--- config.mk ---
export PLATFORM = sky130hd
export DESIGN_NAME = eq_band_seq_ctrl_flat
export DESIGN_NICKNAME = d
export VERILOG_FILES = /design/src/rtl/eq_pkg.sv /design/src/rtl/eq_band_seq_ctrl_if.sv /design/src/rtl/eq_band_seq_ctrl_ring_ptr.sv /design/src/rtl/eq_band_seq_ctrl.sv /design/src/flat_wrapper.sv
export SDC_FILE = /design/constraint.sdc
export NUM_CORES = 1
export LEC_CHECK = 0
export CORE_UTILIZATION = 49
export CTS_CLUSTER_SIZE = 28
export DETAILED_ROUTE_END_ITERATION = 6
export MAX_ROUTING_LAYER = met4
export PLACE_DENSITY_LB_ADDON = 0.08
export SYNTH_ARGS = -nofsm -noshare
export SYNTH_HDL_FRONTEND = slang
export SYNTH_SLANG_ARGS = --single-unit
--- constraint.sdc ---
create_clock -name clk -period 2.35 [get_ports clk]
set_input_delay 0.235 -clock clk [delete_from_list [all_inputs] [get_ports clk]]
set_output_delay 0.235 -clock clk [all_outputs]
set_load 0.01 [all_outputs]
--- src/rtl/eq_pkg.sv ---
// Shared types and defaults for the equalizer band-filter sequencer.
package eq_pkg;

  localparam int SMPL_W    = 16;
  localparam int TAPS_DEF  = 1021;
  localparam int DEPTH_DEF = 1024;
  localparam int LAT_DEF   = 2;

  typedef enum logic [1:0] {
    FILL = 2'd0,
    WAIT = 2'd1,
    RUN  = 2'd2,
    CAPT = 2'd3
  } seq_state_t;

endpackage

--- src/rtl/eq_band_seq_ctrl_if.sv ---
// Codec/filter-side signal bundle of the band sequencer.
interface eq_band_seq_ctrl_if
  import eq_pkg::*;
#(
  parameter int PTR_W = $clog2(DEPTH_DEF)
);

  logic              smpl_vld;
  logic [SMPL_W-1:0] filt_lft;
  logic [SMPL_W-1:0] filt_rght;
  logic              wr_en;
  logic [PTR_W-1:0]  wr_ptr;
  logic [PTR_W-1:0]  rd_ptr;
  logic              sequencing;
  logic [SMPL_W-1:0] aud_lft;
  logic [SMPL_W-1:0] aud_rght;
  logic              out_vld;
  logic              busy;
  logic              overrun;

  modport slave (
    input  smpl_vld, filt_lft, filt_rght,
    output wr_en, wr_ptr, rd_ptr, sequencing, aud_lft, aud_rght,
           out_vld, busy, overrun
  );

  modport master (
    output smpl_vld, filt_lft, filt_rght,
    input  wr_en, wr_ptr, rd_ptr, sequencing, aud_lft, aud_rght,
           out_vld, busy, overrun
  );

endinterface

--- src/rtl/eq_band_seq_ctrl_ring_ptr.sv ---
// Wrap-around ring-buffer pointer: load has priority over increment.
module ring_ptr #(
  parameter int W = 10
) (
  input  logic         clk,
  input  logic         rst,
  input  logic         load_i,
  input  logic         inc_i,
  input  logic [W-1:0] load_val_i,
  output logic [W-1:0] ptr_o
);

  logic [W-1:0] ptr_q;
  logic [W-1:0] ptr_d;

  always_comb begin
    ptr_d = ptr_q;
    if (load_i) begin
      ptr_d = load_val_i;
    end else if (inc_i) begin
      ptr_d = ptr_q + W'(1);
    end
  end

  always_ff @(posedge clk or posedge rst) begin
    if (rst) begin
      ptr_q <= '0;
    end else begin
      ptr_q <= ptr_d;
    end
  end

  assign ptr_o = ptr_q;

endmodule

--- src/rtl/eq_band_seq_ctrl.sv ---
// Equalizer band-filter sequencer: writes codec samples into the shared ring
// and runs one TAPS-long read pass per sample, capturing the filter results.
module eq_band_seq_ctrl
  import eq_pkg::*;
#(
  parameter int TAPS  = TAPS_DEF,
  parameter int DEPTH = DEPTH_DEF,
  parameter int LAT   = LAT_DEF
) (
  input logic               clk,
  input logic               rst,
  eq_band_seq_ctrl_if.slave bus
);

  localparam int PTR_W  = $clog2(DEPTH);
  localparam int CNT_W  = $clog2(TAPS + LAT);
  localparam int FILL_W = $clog2(TAPS);
  localparam int WR     = 0;
  localparam int RD     = 1;

  localparam logic [CNT_W-1:0]  CNT_LAST    = CNT_W'(TAPS - 1 + LAT);
  localparam logic [CNT_W-1:0]  CNT_RD_LAST = CNT_W'(TAPS - 1);
  localparam logic [FILL_W-1:0] FILL_LAST   = FILL_W'(TAPS - 1);
  localparam logic [PTR_W-1:0]  WIN_SPAN    = PTR_W'(TAPS - 1);

  seq_state_t        state_q, state_d;
  logic [CNT_W-1:0]  cnt_q, cnt_d;
  logic [FILL_W-1:0] fill_q, fill_d;
  logic              overrun_q;
  logic [SMPL_W-1:0] aud_lft_q, aud_rght_q;

  logic              cap_en;
  logic              rd_load;
  logic              rd_inc;

  logic [1:0]        ptr_load;
  logic [1:0]        ptr_inc;
  logic [PTR_W-1:0]  ptr_val [2];
  logic [PTR_W-1:0]  ptr_q   [2];

  always_comb begin
    state_d = state_q;
    cnt_d   = cnt_q;
    fill_d  = fill_q;
    cap_en  = 1'b0;
    rd_load = 1'b0;
    rd_inc  = 1'b0;
    case (state_q)
      FILL: begin
        if (bus.smpl_vld) begin
          if (fill_q == FILL_LAST) begin
            state_d = RUN;
            fill_d  = '0;
            cnt_d   = '0;
            rd_load = 1'b1;
          end else begin
            fill_d = fill_q + FILL_W'(1);
          end
        end
      end
      WAIT: begin
        if (bus.smpl_vld) begin
          state_d = RUN;
          cnt_d   = '0;
          rd_load = 1'b1;
        end
      end
      RUN: begin
        if (cnt_q == CNT_LAST) begin
          state_d = CAPT;
          cap_en  = 1'b1;
        end else begin
          cnt_d  = cnt_q + CNT_W'(1);
          // Read pointer parks on the newest sample while the filter pipeline drains.
          rd_inc = (cnt_q < CNT_RD_LAST);
        end
      end
      CAPT: begin
        state_d = WAIT;
      end
      default: begin
        state_d = FILL;
      end
    endcase
  end

  always_ff @(posedge clk or posedge rst) begin
    if (rst) begin
      state_q <= FILL;
      cnt_q   <= '0;
      fill_q  <= '0;
    end else begin
      state_q <= state_d;
      cnt_q   <= cnt_d;
      fill_q  <= fill_d;
    end
  end

  always_ff @(posedge clk or posedge rst) begin
    if (rst) begin
      overrun_q <= 1'b0;
    end else if (bus.smpl_vld && (state_q == RUN || state_q == CAPT)) begin
      overrun_q <= 1'b1;
    end
  end

  // Results are latched on the last pass cycle so aud_* are valid while out_vld is high.
  always_ff @(posedge clk or posedge rst) begin
    if (rst) begin
      aud_lft_q  <= '0;
      aud_rght_q <= '0;
    end else if (cap_en) begin
      aud_lft_q  <= bus.filt_lft;
      aud_rght_q <= bus.filt_rght;
    end
  end

  // The window starts at the oldest of the TAPS samples ending at the one being written now.
  assign ptr_load[WR] = 1'b0;
  assign ptr_inc[WR]  = bus.smpl_vld;
  assign ptr_val[WR]  = '0;
  assign ptr_load[RD] = rd_load;
  assign ptr_inc[RD]  = rd_inc;
  assign ptr_val[RD]  = ptr_q[WR] - WIN_SPAN;

  generate
    for (genvar gi = 0; gi < 2; gi++) begin : g_ptr
      ring_ptr #(
        .W (PTR_W)
      ) u_ring_ptr (
        .clk        (clk),
        .rst        (rst),
        .load_i     (ptr_load[gi]),
        .inc_i      (ptr_inc[gi]),
        .load_val_i (ptr_val[gi]),
        .ptr_o      (ptr_q[gi])
      );
    end
  endgenerate

  assign bus.wr_en      = bus.smpl_vld;
  assign bus.wr_ptr     = ptr_q[WR];
  assign bus.rd_ptr     = ptr_q[RD];
  assign bus.sequencing = (state_q == RUN);
  assign bus.busy       = (state_q == RUN);
  assign bus.out_vld    = (state_q == CAPT);
  assign bus.overrun    = overrun_q;
  assign bus.aud_lft    = aud_lft_q;
  assign bus.aud_rght   = aud_rght_q;

endmodule

--- src/flat_wrapper.sv ---
// flat-port wrapper written by rule: the top's interface ports become plain ports
module eq_band_seq_ctrl_flat import eq_pkg::*;
#(
  parameter int TAPS  = TAPS_DEF,
  parameter int DEPTH = DEPTH_DEF,
  parameter int LAT   = LAT_DEF
)
  (clk, rst, bus_smpl_vld, bus_filt_lft, bus_filt_rght, bus_wr_en, bus_wr_ptr, bus_rd_ptr, bus_sequencing, bus_aud_lft, bus_aud_rght, bus_out_vld, bus_busy, bus_overrun);
  eq_band_seq_ctrl_if #(.PTR_W((10))) bus_i ();
  input logic clk;
  input logic rst;
  input wire logic [$bits(bus_i.smpl_vld)-1:0] bus_smpl_vld;
  input wire logic [$bits(bus_i.filt_lft)-1:0] bus_filt_lft;
  input wire logic [$bits(bus_i.filt_rght)-1:0] bus_filt_rght;
  output wire logic [$bits(bus_i.wr_en)-1:0] bus_wr_en;
  output wire logic [$bits(bus_i.wr_ptr)-1:0] bus_wr_ptr;
  output wire logic [$bits(bus_i.rd_ptr)-1:0] bus_rd_ptr;
  output wire logic [$bits(bus_i.sequencing)-1:0] bus_sequencing;
  output wire logic [$bits(bus_i.aud_lft)-1:0] bus_aud_lft;
  output wire logic [$bits(bus_i.aud_rght)-1:0] bus_aud_rght;
  output wire logic [$bits(bus_i.out_vld)-1:0] bus_out_vld;
  output wire logic [$bits(bus_i.busy)-1:0] bus_busy;
  output wire logic [$bits(bus_i.overrun)-1:0] bus_overrun;
  assign bus_i.smpl_vld = bus_smpl_vld;
  assign bus_i.filt_lft = bus_filt_lft;
  assign bus_i.filt_rght = bus_filt_rght;
  assign bus_wr_en = bus_i.wr_en;
  assign bus_wr_ptr = bus_i.wr_ptr;
  assign bus_rd_ptr = bus_i.rd_ptr;
  assign bus_sequencing = bus_i.sequencing;
  assign bus_aud_lft = bus_i.aud_lft;
  assign bus_aud_rght = bus_i.aud_rght;
  assign bus_out_vld = bus_i.out_vld;
  assign bus_busy = bus_i.busy;
  assign bus_overrun = bus_i.overrun;
  eq_band_seq_ctrl #(.TAPS(TAPS), .DEPTH(DEPTH), .LAT(LAT)) u_core (.clk(clk), .rst(rst), .bus(bus_i));
endmodule
; ---- Yosys cells after proc, flatten, opt, wreduce, memory -nomap -nowiden
; Cells that the tools add are included.
[totals]
register_bits = 75
inputBits = 35
output_inout_bits = 57
elab_cells = 53
[op_classes]
add_sub_neg = 5
order_cmp = 1
eq_ne = 10
muxes = 21
reduce_logical = 8
[ops]
columns = operator, n
row1 = $mux 10, 7
row2 = $add 10x1->10 const B, 4
row3 = $pmux 10 s3, 1
row4 = $eq 10x10->1 const B, 2
row5 = $lt 10x10->1 const B, 1
row6 = $sub 10x10->10 const B, 1
row7 = $mux 2, 4
row8 = $pmux 2 s4, 1
row9 = $mux 1, 7
row10 = $ne 2x2->1 const B, 3
row11 = $reduce_and 5->1, 1
row12 = $eq 2x2->1 const B, 2
row13 = $ne 2x1->1 const B, 2
row14 = $reduce_and 4->1, 1
row15 = $reduce_bool 3->1, 1
row16 = $eq 2x1->1 const B, 1
row17 = $logic_not 2->1, 1
row18 = $pmux 1 s2, 1
row19 = $reduce_and 2->1, 1
row20 = $reduce_bool 2->1, 1
row21 = $logic_and 1x1->1, 1
row22 = $logic_or 1x1->1, 1

; ---- Longest topological paths before layout
; Gate-level depths: netlist of the first run.
[logic_depth]
ltp_word = 5
ltp_mapped = 8
depth_no_buf = 6

; ---- Cells and area by module
; From an unflattened synthesis of the first run, not the netlist that was laid out.
[hier_totals]
hier_cells = 342
hier_area_um2 = 3722.3
[by_module_without_submodules]
columns = module, instances, cells_per_inst, area_per_inst_um2, seq_area_each_um2
row1 = eq_band_seq_ctrl, 1, 226, 2626.3, 1376.3
row2 = ring_ptr, 2, 58, 548.0, 250.2

; ---- Worst setup path before layout of the first run
; OpenSTA, ideal clock, no wires.
[synth_path]
path_type = register to register
from = register u_core.cnt_q[2]
to = register u_core.aud_lft_q[0] (netlist: u_core.bus.aud_lft[0])
setup_ns = 0.125
t_arrival_ns = 1.666
t_required_ns = 2.225
slack_ns = 0.559
stages_incl_launch_ff = 9
n_path_buf = 4
period_less_slack_ns = 1.791
path_cell_list = dfrtp_1 and3_1 buf_6 and4_4 buf_6 and2_4 buf_6 buf_12 mux2_4
[synth_via]
elab_chain_len = 3
[synth_rtl]
columns = element, line
row1 = from (decl), eq_band_seq_ctrl.sv:27  ; logic [CNT_W-1:0] cnt_q, cnt_d;
row2 = from (signal assigned), eq_band_seq_ctrl.sv:94  ; cnt_q <= cnt_d;
row3 = $eq 10x10->1, eq_band_seq_ctrl.sv:69  ; if (cnt_q == CNT_LAST) begin
row4 = $mux 1, eq_band_seq_ctrl.sv:69
row5 = $mux 1, eq_band_seq_ctrl.sv:48  ; case (state_q)
row6 = to (signal assigned), eq_band_seq_ctrl.sv:113  ; aud_lft_q <= bus.filt_lft;
row7 = to (decl), eq_band_seq_ctrl.sv:30  ; logic [SMPL_W-1:0] aud_lft_q, aud_rght_q;
; Every way passes these cells.
; A chain may end at the register's enable or synchronous reset.

; ---- Worst setup path in the final report of the first run
[layout_path]
from = register u_core.cnt_q[2]
to = register u_core.aud_rght_q[12] (netlist: u_core.bus.aud_rght[12])
[layout_via]
elab_chain_len = 3
[layout_rtl]
columns = element, line
row1 = $eq 10x10->1, eq_band_seq_ctrl.sv:69
row2 = $mux 1, eq_band_seq_ctrl.sv:69
row3 = $mux 1, eq_band_seq_ctrl.sv:48
row4 = to (signal assigned), eq_band_seq_ctrl.sv:114  ; aud_rght_q <= bus.filt_rght;
row5 = to (decl), eq_band_seq_ctrl.sv:30
; Every way passes these cells.

==> impl_results.md, run 1 <==
- HP Class: primary input to asynchronous set/reset pin
- Num rows: 31
- Seq/Total Area, Yosys: 0.505
- Number of I/O port buffers: 91
- LEAKAGE: 2.09 nW
- Worst slew pin tran: 790 ps
- Worst path max stage delay: between 400 and 500 ps
- Buffer and inverter count on the worst path: 1
- Critical Path AT: 2240 ps
- Reg-to-reg endpoint: u_core.bus.aud_rght[12]
- Ys async rst share: 1.00
- Post-Synthesis Cells: 320
- Drt drc: 0
- Routed Wire Length: 7970 um
- Starting Density: 0.510
- I/O pins: 92
- Final Slew Violations: 0
- Post-CTS setup buffer count: 0
- Initial antenna violation count: 0
- Depth of the CTS H-tree: 3
- Final min period: 2010 ps
- Detailed placement HPWL: 5650 um
- Gp weighted congestion: 0.856
- CTS tree: built
- Period utilisation layout: 0.854
- Setup TNS: 0 ps
- Pre-CTS WS: approximately 350 ps
- Vias in the first global route: 2603
- Hold Slack: about 280 ps
- Chip width: 89.1 um
- CTS hold repair buffers: 0
- CP max-delay cell: dfrtp_1
- ANT nets after route: 0
- CTS Buf Count: 9
- RSZ-0062 raised after global routing: false
- Max Buffers Root-to-Sink: 2
- Root Buffer: clkbuf_8
- Sink Count: 75
- Pin count of the biggest net entering global routing: 76
- Yosys cell types: 49
- FF+latch count, synth: between 70 and 80
- Synth-to-Final Area Change: 31.5%
- Register area: about 1900 um2
- First-pass GRT wire length: between 10000 and 15000 um
- Final core utilization: 0.671
- Maxcap violations: 0
- DR WL/cell: 15.4 um
- Multi-input logic area: 1650 um2
- Cells on worst reg2reg path: 5
- Overall Global Routing Usage: 0.222
- Max FO, Critical Path: 20
- Crit path launch type: flop
- Worst-Skew Late Latency: 340 ps
- Worst EP required: 2580 ps
- Crit path max-delay family: simple AND/OR/NAND/NOR gates
- Max IR drop VDD: 0.000513 V
- NumNets Final: 457
- Pre-antenna DRT Iters: 4
- Die H: 89.1 um
- Run status: finished, final reports clean
- Synth Area per Inst: 11.6 um2
- Vias per cell: 5.40
- # resized after CTS: 0
- Highest clock rate: 0.498 GHz
- # diodes: 0
- Syn nets: around 360
- Final setup skew: 11.2 ps
- GRT overflow: 0
- DR vias: ~2.8k
- Worst rel slew slack: 0.468
- Crit Path Category: flop to flop
- Finish-stage setup viols: 0
- Number of synthesized flops with an enable pin: 0
- Flop-to-flop setup slack: about 340 ps
- Share of cells above drive strength 1: 0.146
- Post-route worst setup slack: ~340 ps
- Critical Path End Type: flop
- Top FF cell, synth: dfrtp_1
- Hold Fails Final Rpt: 0
- Layout fillers: between 600 and 700
- DRT iter0 DRCs: approximately 110
- CP cell instances: and3_1 -> and4_4 -> and2_4 -> buf_12 -> mux2_4
- Post-Syn Area: about 3700 um2
- Synth warnings: 0
- FF-to-FF Start: u_core.cnt_q[2]
- Die area: between 7000 and 8000 um2
- Worst-path clk slew: 80 ps
- Power per cell area: 860 nW/um2
- Core footprint: 7290 um2
[tightest hold or removal path, delay by kind of cell]
family,cells,cell delay [ps]
buffers and inverters,3,800
[power breakdown]
group,internal [mW],leakage (nW),total (mW),switching [mW]
Clock,0.486,0.0955,0.959,0.473
Combinational,0.687,1.01,1.31,0.625
Sequential,1.56,0.984,1.94,0.374
[sequential cells by signal (all words and copies together) (netlist names)]
name,cells
u_core.g_ptr.u_ring_ptr.ptr_o,20
u_core.bus.aud_lft,16
u_core.bus.aud_rght,16
u_core.cnt_q,10
u_core.fill_q,10
u_core.state_q,2
u_core.bus.overrun,1
[layout make-up]
class | count | area share
Sequential cell | 75 | 0.384
Clock buffer | 9 | 0.0253
Clock inverter | 6 | 0.0133
Inverter | 14 | 0.0107
Timing Repair Buffer | 100 | 0.205
Multi-Input combinational cell | 215 | 0.336
Tap cell | 99 | 0.0253
[routing by layer]
metal,vias to the layer above,track usage,wire (um)
li1,1342,-,-
met1,1360,0.284,3610
met2,87,0.346,3780
met3,8,0.0637,489
met4,0,0.0606,89
met5,-,-,0
[cell usage after synthesis, drive strengths merged, types with 3 or more instances]
cell | count | area, um2
a2bb2oi | 3 | 26.3
inv | 14 | 52.6
and2 | 3 | 21.3
ha | 7 | 87.6
and3 | 4 | 25.0
xor2 | 9 | 78.8
or3 | 8 | 50.1
buf | 12 | 129
nor2 | 13 | 48.8
clkbuf | 4 | 15.0
nand2b | 4 | 25.0
dfrtp | 75 | 1880
nor3 | 12 | 60.1
xnor2 | 13 | 114
o21ai | 17 | 85.1
o31ai | 3 | 22.5
nand3 | 19 | 95.1
nand2 | 18 | 67.6
o22ai | 3 | 18.8
and4 | 3 | 28.8
nand4 | 5 | 31.3
nor4 | 3 | 18.8
a31oi | 10 | 62.6
a21oi | 6 | 30.0
mux2 | 32 | 473
[per-stage QoR]
step / instances / instance area [um2] / total power, mW
final: 518 / 4890 / 4.21
after detailed placement: 503 / 4700 / 3.27
after floorplan: 320 / 3720 / 2.63
after CTS: 518 / 4890 / 4.24
after global placement: 503 / 4700 / 3.22
after global routing: 518 / 4890 / 4.50
[cell usage in the layout, fill, tap and decap left out, drive strengths merged, types with 2 or more instances in the layout]
cell type	Yosys	final
nand2	18	18
dfrtp	75	75
and2	3	3
a31oi	10	10
o221ai	2	2
and4	3	3
xor2	9	9
inv	14	15
o21ai	17	17
clkbuf	4	9
and3	4	4
mux2	32	32
o31ai	3	3
clkinv	0	3
o22ai	3	3
or3	8	8
nor2	13	13
nand4	5	5
o31a	2	2
xnor2	13	13
nand3	19	19
a41oi	2	2
buf	12	9
a21oi	6	6
o311ai	2	2
nand2b	4	4
nor4	3	3
mux2i	2	2
ha	7	7
a2bb2oi	3	3
nor3	12	12
clkdlybuf4s50	0	91
[worst max path at each step]
stage | slack [ps] | cells past startpoint | to | start
after floorplan | 210 | 1 | u_core.bus.aud_lft[0] | rst
after global placement | 420 | 5 | u_core.bus.aud_rght[6] | u_core.cnt_q[2]
after detailed placement | 350 | 5 | u_core.bus.aud_rght[12] | u_core.cnt_q[2]
after CTS | 350 | 5 | u_core.bus.aud_rght[12] | u_core.cnt_q[2]
after global routing | 290 | 5 | u_core.bus.aud_rght[12] | u_core.cnt_q[2]
final | 340 | 5 | u_core.bus.aud_rght[12] | u_core.cnt_q[2]
[cells by family (layout without fill, tap and decap cells)]
family,after synthesis,in the layout,share of synthesized area
AOI/OAI and AO/OA,56,56,0.0983
xor gates and xnor gates,22,22,0.0518
adders and majority gates,7,7,0.0236
buffers and inverters,30,129,0.0528
DFF,75,75,0.505
muxes,34,34,0.133
and+or+nand+nor,96,96,0.136
No activity file was read; power rests on OpenSTA's default activity.
==> run 2: changes to the inputs <==
--- a/config.mk
+++ b/config.mk
@@ -5,6 +5,7 @@
 export SDC_FILE = /design/constraint.sdc
 export NUM_CORES = 1
 export LEC_CHECK = 0
+export CORE_MARGIN = 2
 export CORE_UTILIZATION = 49
 export CTS_CLUSTER_SIZE = 28
 export DETAILED_ROUTE_END_ITERATION = 6
@@ -12,4 +13,5 @@
 export PLACE_DENSITY_LB_ADDON = 0.08
 export SYNTH_ARGS = -nofsm -noshare
 export SYNTH_HDL_FRONTEND = slang
+export SYNTH_HIERARCHICAL = 1
 export SYNTH_SLANG_ARGS = --single-unit
==> run 2 against run 1 <==
  * Clock skew rose by 1.4 ps
  * Combinational power fell by 58%
  * Die area rose by 4.6%
  * Total power fell by 26%
  * Sequential power fell by 18%
  * Critical endpoint is now u_core/g_ptr[1].u_ring_ptr/ptr_o[7]
  * Largest cell class unchanged
  * Largest power group unchanged
  * Highest routed layer unchanged
==> impl_results.md, run 2 <==
- Run status: finished, final reports clean
- Core footprint: 7290 um2 (unchanged)
- Die H: 91.2 um (+2.3%)
- Synth-to-Final Area Change: 35.2%
- Top FF cell, synth: dfrtp_1
- CTS Buf Count: 9 (unchanged)
- DR WL/cell: 14.7 um (-4.3%)
- Seq/Total Area, Yosys: 0.504 (-0.000509)
- # resized after CTS: 0 (unchanged)
- Detailed placement HPWL: 6010 um (+6.4%)
- Clock power share: 0.312 (+0.084)
- DRT iter0 DRCs: 165 (+46%)
- Multi-input logic area: 1760 um2 (+6.8%)
- Routed Wire Length: 8200 um (+2.9%)
- Max reg flops: 20 (unchanged)
- Num rows: 31 (unchanged)
- HP Class: primary input to asynchronous set/reset pin
- Critical Path End Type: flop
- Period utilisation layout: 0.969 (+0.115)
- Final min period: 2280 ps (+271 ps)
- Worst slew pin tran: 539 ps (-252 ps)
- P_int: 2.22 mW (-19%)
- I/O pins: 92 (unchanged)
- Critical Path AT: 2500 ps (+260 ps)
- CTS hold repair buffers: 0 (unchanged)
- Worst EP required: 2580 ps (about the same)
- NumNets Final: 496 (+8.5%)
- Register area: 1880 um2 (unchanged)
- Post-CTS setup buffer count: 0 (unchanged)
- Hold Slack: 299 ps (+19.6 ps)
- Share of cells above drive strength 1: 0.155 (+0.00944)
- Most common cell in the netlist: dfrtp_1
- Most frequent cells in the layout: 91 x clkdlybuf4s50_1, 75 x dfrtp_1, 39 x nand2_1, 30 x mux2_2, 19 x nor2_1
- Final setup skew: 12.6 ps (+1.44 ps)
- Crit Path Category: flop to flop
- Switching Fraction: 0.290 (-0.0603)
- ANT nets after route: 0 (unchanged)
- Crit path launch type: flop
- Max IR drop VDD: 0.000352 V (-31%)
- Synth warnings: 6 (+6)
- Top cells by count, synth: 75 x dfrtp_1, 39 x nand2_1, 30 x mux2_2, 19 x nor2_1, 18 x nand3_1
- Number of synthesized flops with an enable pin: 0 (unchanged)
- Pin count of the biggest net entering global routing: 35 (-54%)
- Highest clock rate: 0.439 GHz (-12%)
- Drt drc: 0 (unchanged)
- Finish-stage setup viols: 0 (unchanged)
- Reg power frac: 0.511 (+0.051)
- RSZ-0062 raised after global routing: false
- Starting Density: 0.510 (+0.000515)
- Power per cell area: 622 nW/um2 (-28%)
- Worst rel slew slack: 0.640 (+0.171)
- Final Slew Violations: 0 (unchanged)
- Synth Area per Inst: 10.9 um2 (-6.3%)
- # diodes: 0 (unchanged)
- Comb power frac: 0.178 (-0.134)
- Max FO, Critical Path: 7 (-65%)
- Hold Fails Final Rpt: 0 (unchanged)
- First-pass GRT wire length: 14000 um (+8.5%)
- Synth top area share: 0.504 (-0.000509)
- Overall Global Routing Usage: 0.216 (-0.00617)
- Layout fillers: 585 (-4.4%)
- Ys async rst share: 1.00 (unchanged)
- Root Buffer: clkbuf_8
- Max Buffers Root-to-Sink: 2 (unchanged)
- Gp weighted congestion: 0.826 (-3.5%)
- FF+latch count, synth: 75 (unchanged)
- GRT overflow: 0 (unchanged)
- Setup TNS: 0 ps (unchanged)
- CTS tree: built
- Post-Synthesis Cells: 342 (+6.9%)
- Post-Syn Area: 3720 um2 (+0.10%)
- Vias per cell: 5.46 (+1.2%)
- Worst-Skew Late Latency: 340 ps (about the same)
- Depth of the CTS H-tree: 3 (unchanged)
- Die area: 8310 um2 (+4.6%)
- Pre-antenna DRT Iters: 5 (+1)
- Initial antenna violation count: 0 (unchanged)
- Worst-path clk slew: 80 ps (about the same)
- Sink Count: 75 (unchanged)
- Synth area leaders: dfrtp_1 50%, mux2_2 9.1%, nand2_1 3.9%, xor2_1 2.6%, nand3_1 2.4%
- DR vias: 3044 (+8.8%)
- Vias in the first global route: 3031 (+16%)
- Yosys cell types: 52 (+6.1%)
- Leading cell type in the layout, fill and taps excluded: clkdlybuf4s50_1
- LEAKAGE: 2.17 nW (+3.8%)
- P_sw: 0.906 mW (-38%)
- Number of I/O port buffers: 91 (unchanged)
- Synth area leader: dfrtp_1
- Chip width: 91.2 um (+2.3%)
- Maxcap violations: 0 (unchanged)
run 2: layout make-up:
type,count,area share
timing repair buffer,105,0.204
sequential,75,0.373
multi-input combinational,249,0.349
clock inverter,5,0.0107
inverter,14,0.0104
tap,99,0.0246
clock buffer,10,0.0274
run 2: final timing paths:
| check | start | end | slack (ps) | cells after the start |
|---|---|---|---|---|
| worst max-delay path | u_core/cnt_q[4] | u_core/g_ptr[1].u_ring_ptr/ptr_o[7] | 70 | 6 |
| min in group clk | u_core/bus.overrun | u_core/bus.overrun | 470 | 1 |
| worst max register to register | u_core/cnt_q[4] | u_core/g_ptr[1].u_ring_ptr/ptr_o[7] | 70 | 6 |
| worst min register to register | u_core/bus.overrun | u_core/bus.overrun | 470 | 1 |
| max in group asynchronous | rst | u_core/cnt_q[8] | 1420 | 3 |
| worst min-delay path | rst | u_core/bus.aud_lft[3] | 300 | 2 |
run 2: critical path: stages, from the launching register on:
cell,delay (ps)
dfrtp_1,440
and4_1,250
and3_1,200
a31oi_1,370
nand4_4,200
o311a_2,430
a221o_1,260
run 2: routing by layer:
metal  vias to the layer above  GRT usage  routed length, um
met5                         -          -                  0
met3                        12     0.0672                606
met4                         0     0.0833                123
met1                      1479      0.269               3650
li1                       1453          -                  -
met2                       100      0.330               3810
run 2: logic make-up (layout without fill, tap and decap cells):
kind of cell	Yosys count	in the layout	share of synthesized area
adder cells (fa/ha/maj)	7	7	0.0235
multiplexers	35	35	0.106
AO/OA/AOI/OAI	56	56	0.104
AND/OR/NAND/NOR	120	120	0.177
XOR/XNOR	20	20	0.0471
flip-flops	75	75	0.504
other	1	11	0.00101
buffers and inverters	28	134	0.0366
run 2: per-stage QoR:
| step | power [mW] | instance area, um2 | worst slack, ps | std cells | utilization |
|---|---|---|---|---|---|
| 2_1_floorplan | 1.90 | 3760 | 85.3 | 352 | - |
| 3_3_place_gp | 2.15 | 4830 | 172 | 542 | 0.663 |
| 3_5_place_dp | 2.18 | 4830 | 102 | 542 | 0.663 |
| 4_1_cts | 3.16 | 5020 | 91.9 | 557 | 0.689 |
| 5_1_grt | 3.32 | 5030 | 10.7 | 557 | 0.690 |
| 6_report | 3.13 | 5030 | 72.5 | 557 | 0.690 |
run 2: power by group through the flow:
stage | logic (mW) | registers, mW | clock network (mW)
2_1_floorplan | 0.286 | 1.61 | 0
3_3_place_gp | 0.541 | 1.61 | 0
3_5_place_dp | 0.557 | 1.62 | 0
4_1_cts | 0.560 | 1.60 | 0.998
5_1_grt | 0.626 | 1.63 | 1.06
6_report | 0.555 | 1.60 | 0.976
==> run 3: changes to the inputs <==
--- a/config.mk
+++ b/config.mk
@@ -5,12 +5,14 @@
 export SDC_FILE = /design/constraint.sdc
 export NUM_CORES = 1
 export LEC_CHECK = 0
+export ABC_AREA = 1
 export CORE_MARGIN = 2
-export CORE_UTILIZATION = 49
+export CORE_UTILIZATION = 51
 export CTS_CLUSTER_SIZE = 28
 export DETAILED_ROUTE_END_ITERATION = 6
 export MAX_ROUTING_LAYER = met4
 export PLACE_DENSITY_LB_ADDON = 0.08
+export SKIP_LAST_GASP = 1
 export SYNTH_ARGS = -nofsm -noshare
 export SYNTH_HDL_FRONTEND = slang
 export SYNTH_HIERARCHICAL = 1
==> run 3 against run 2 <==
  * Design area increased by 6.4%
  * Critical path depth up 2
  * Worst setup slack better by 170 ps
  * Worst hold slack got worse by 6.5 ps
  * Clock-buffer cell count decreased by 1
  * Largest cell class is now multi-input combinational cells
  * Combinational power up 110%
  * Fmax rose by 7.9%
  * Sequential cell count did not move
  * Clock power fell by 2.5%
  * Cell count up 31%
==> impl_results.md, run 3 <==
- Most common cell in the netlist: nand2_1
- Detailed placement HPWL: 6740 um (+12%)
- Total power draw: 3.82 mW (+22%)
- Die H: 94.0 um (+3.1%)
- ANT nets after route: 0 (unchanged)
- Post-CTS setup buffer count: 0 (unchanged)
- Vias in the first global route: 3551 (+17%)
- Routed Wire Length: 9210 um (+12%)
- Final Slew Violations: 0 (unchanged)
- Finish-stage setup viols: 0 (unchanged)
- LEAKAGE: 2.64 nW (+22%)
- CTS hold repair buffers: 0 (unchanged)
- Vias per cell: 4.98 (-8.9%)
- Synth Area per Inst: 7.95 um2 (-27%)
- Met3 WL: 483 um (-20%)
- DR WL/cell: 12.6 um (-14%)
- Depth of the CTS H-tree: 3 (unchanged)
- CTS Buf Count: 9 (unchanged)
- Worst slew pin tran: 627 ps (+88.4 ps)
- Power per cell area: 713 nW/um2 (+15%)
- Final setup skew: 8.54 ps (-4.08 ps)
- CP max-delay cell: dfrtp_1
- Met2 wire len: 4270 um (+12%)
- Synth-to-Final Area Change: 29.5%
- Synth area leader: dfrtp_1
- Core footprint: 7810 um2 (+7.1%)
- # diodes: 0 (unchanged)
- FF+latch count, synth: 75 (unchanged)
- Synth warnings: 6 (unchanged)
- Number of synthesized flops with an enable pin: 0 (unchanged)
- Max IR drop VDD: 0.000290 V (-18%)
- NumNets Final: 666 (+34%)
- Maxcap violations: 0 (unchanged)
- Worst-path clk slew: 80 ps (about the same)
- Crit path launch type: flop
- Worst rel slew slack: 0.581 (-0.0584)
- Drt drc: 0 (unchanged)
- Gp weighted congestion: 0.893 (+8.0%)
- First-pass GRT wire length: 16200 um (+16%)
- HP Class: primary input to asynchronous set/reset pin
- Seq/Total Area, Yosys: 0.454 (-0.0501)
- Post-Syn Area: 4130 um2 (+11%)
- Starting Density: 0.529 (+0.0189)
- DR vias: 3631 (+19%)
- Final min period: 2110 ps (-168 ps)
- Post-Synthesis Cells: 520 (+52%)
- Top FF cell, synth: dfrtp_1
- Sink Count: 75 (unchanged)
- Share of cells above drive strength 1: 0.0957 (-0.0593)
- Max FO, Critical Path: 11 (+4)
- Max reg flops: 20 (unchanged)
- Highest clock rate: 0.474 GHz (+7.9%)
- Setup TNS: 0 ps (unchanged)
- Chip width: 94.0 um (+3.1%)
- Hold Fails Final Rpt: 0 (unchanged)
- Critical Path End Type: flop
- Num rows: 32 (+3.2%)
- RSZ-0062 raised after global routing: false
- Worst-Skew Late Latency: 350 ps (about the same)
- CP cell instances: inv_2 -> nor2_2 -> inv_1 -> a31oi_1 -> nand2_1 -> inv_2 -> nand2_1 -> o21ai_1
- Ys async rst share: 1.00 (unchanged)
- Overall Global Routing Usage: 0.237 (+0.0218)
- Worst path max stage delay: 440 ps (about the same)
- Synth top area share: 0.454 (-0.0501)
- Pin count of the biggest net entering global routing: 55 (+57%)
- Pre-antenna DRT Iters: 5 (unchanged)
- Period utilisation layout: 0.898 (-0.0713)
- Top layer in use: met4
- CTS tree: built
- Critical Path AT: 2380 ps (-120 ps)
- Crit Path Category: flop to flop
- WL met1: 4350 um (+19%)
- Yosys cell types: 32 (-38%)
- DRT iter0 DRCs: 156 (-5.5%)
- Number of I/O port buffers: 91 (unchanged)
- Top cells by count, synth: 159 x nand2_1, 75 x dfrtp_1, 71 x inv_1, 36 x nand3_1, 33 x nor2_1
- Max Buffers Root-to-Sink: 2 (unchanged)
- Root Buffer: clkbuf_8
- Initial antenna violation count: 0 (unchanged)
- Most frequent cells in the layout: 159 x nand2_1, 91 x clkdlybuf4s50_1, 75 x dfrtp_1, 70 x inv_1, 36 x nand3_1
- Run status: finished, final reports clean
- GRT overflow: 0 (unchanged)
- Worst EP required: 2620 ps (+40 ps)
- Leading cell type in the layout, fill and taps excluded: nand2_1
- Synth area leaders: dfrtp_1 45%, nand2_1 14%, inv_1 6.4%, nand3_1 4.4%, nor2_1 3.0%
- Die area: 8840 um2 (+6.4%)
- # resized after CTS: 0 (unchanged)
- Cells on worst reg2reg path: 8 (+2)
- I/O pins: 92 (unchanged)
-- run 3: critical path, delay by kind of cell, from the launching register on --
family                 cells  cell delay [ps]
AO/OA/AOI/OAI              2              560
buffers and inverters      3              510
flip-flops                 1              440
AND/OR/NAND/NOR            3              530
-- run 3: path summary, 6_finish.rpt --
path / from / slack, ps / end
worst min-delay path: rst / 290 / u_core/g_ptr[1].u_ring_ptr/ptr_o[2]
worst max register to register: u_core/state_q[1] / 240 / u_core/g_ptr[1].u_ring_ptr/ptr_o[6]
worst max-delay path: u_core/state_q[1] / 240 / u_core/g_ptr[1].u_ring_ptr/ptr_o[6]
min in group clk: bus_filt_rght[2] / 420 / u_core/bus.aud_rght[2]
max in group asynchronous: rst / 1390 / u_core/fill_q[0]
worst min register to register: u_core/bus.aud_lft[4] / 490 / u_core/bus.aud_lft[4]
-- run 3: logic make-up after synthesis --
group | after synthesis | synth area share
flip-flops | 75 | 0.454
adder cells (fa/ha/maj) | 7 | 0.0212
XOR/XNOR | 15 | 0.0318
other | 1 | 0.000907
buffers and inverters | 88 | 0.0932
AND/OR/NAND/NOR | 263 | 0.289
AO/OA/AOI/OAI | 71 | 0.110
-- run 3: layout make-up --
type                    count  area, um2
well taps                 102        128
multi-input cells         368       1920
inverters                  75        282
fillers                   661       2450
flip-flops and latches     75       1880
clock inverters             5       56.3
repair buffers             95        966
clock buffers               9        124
-- run 3: where the power goes --
part	switching [mW]	internal [mW]	leakage, nW	total, mW
clock network	0.475	0.477	0.0909	0.952
logic	0.629	0.507	1.73	1.14
registers	0.262	1.47	0.825	1.73
-- run 3: per-stage QoR --
step / cell area (um2) / hold WS (ps) / util / setup slack [ps] / instances
2_1_floorplan: 4170 / 75.2 / - / 580 / 531
3_3_place_gp: 5170 / 467 / 0.663 / 346 / 715
3_5_place_dp: 5170 / 473 / 0.663 / 276 / 715
4_1_cts: 5350 / 290 / 0.686 / 257 / 729
5_1_grt: 5350 / 338 / 0.686 / 134 / 729
6_report: 5350 / 293 / 0.686 / 240 / 729
-- run 3: metal layers --
layer	vias to the layer above	GRT usage
li1	1838	-
met2	88	0.368
met5	-	-
met3	11	0.0602
met4	0	0.0628
met1	1694	0.313
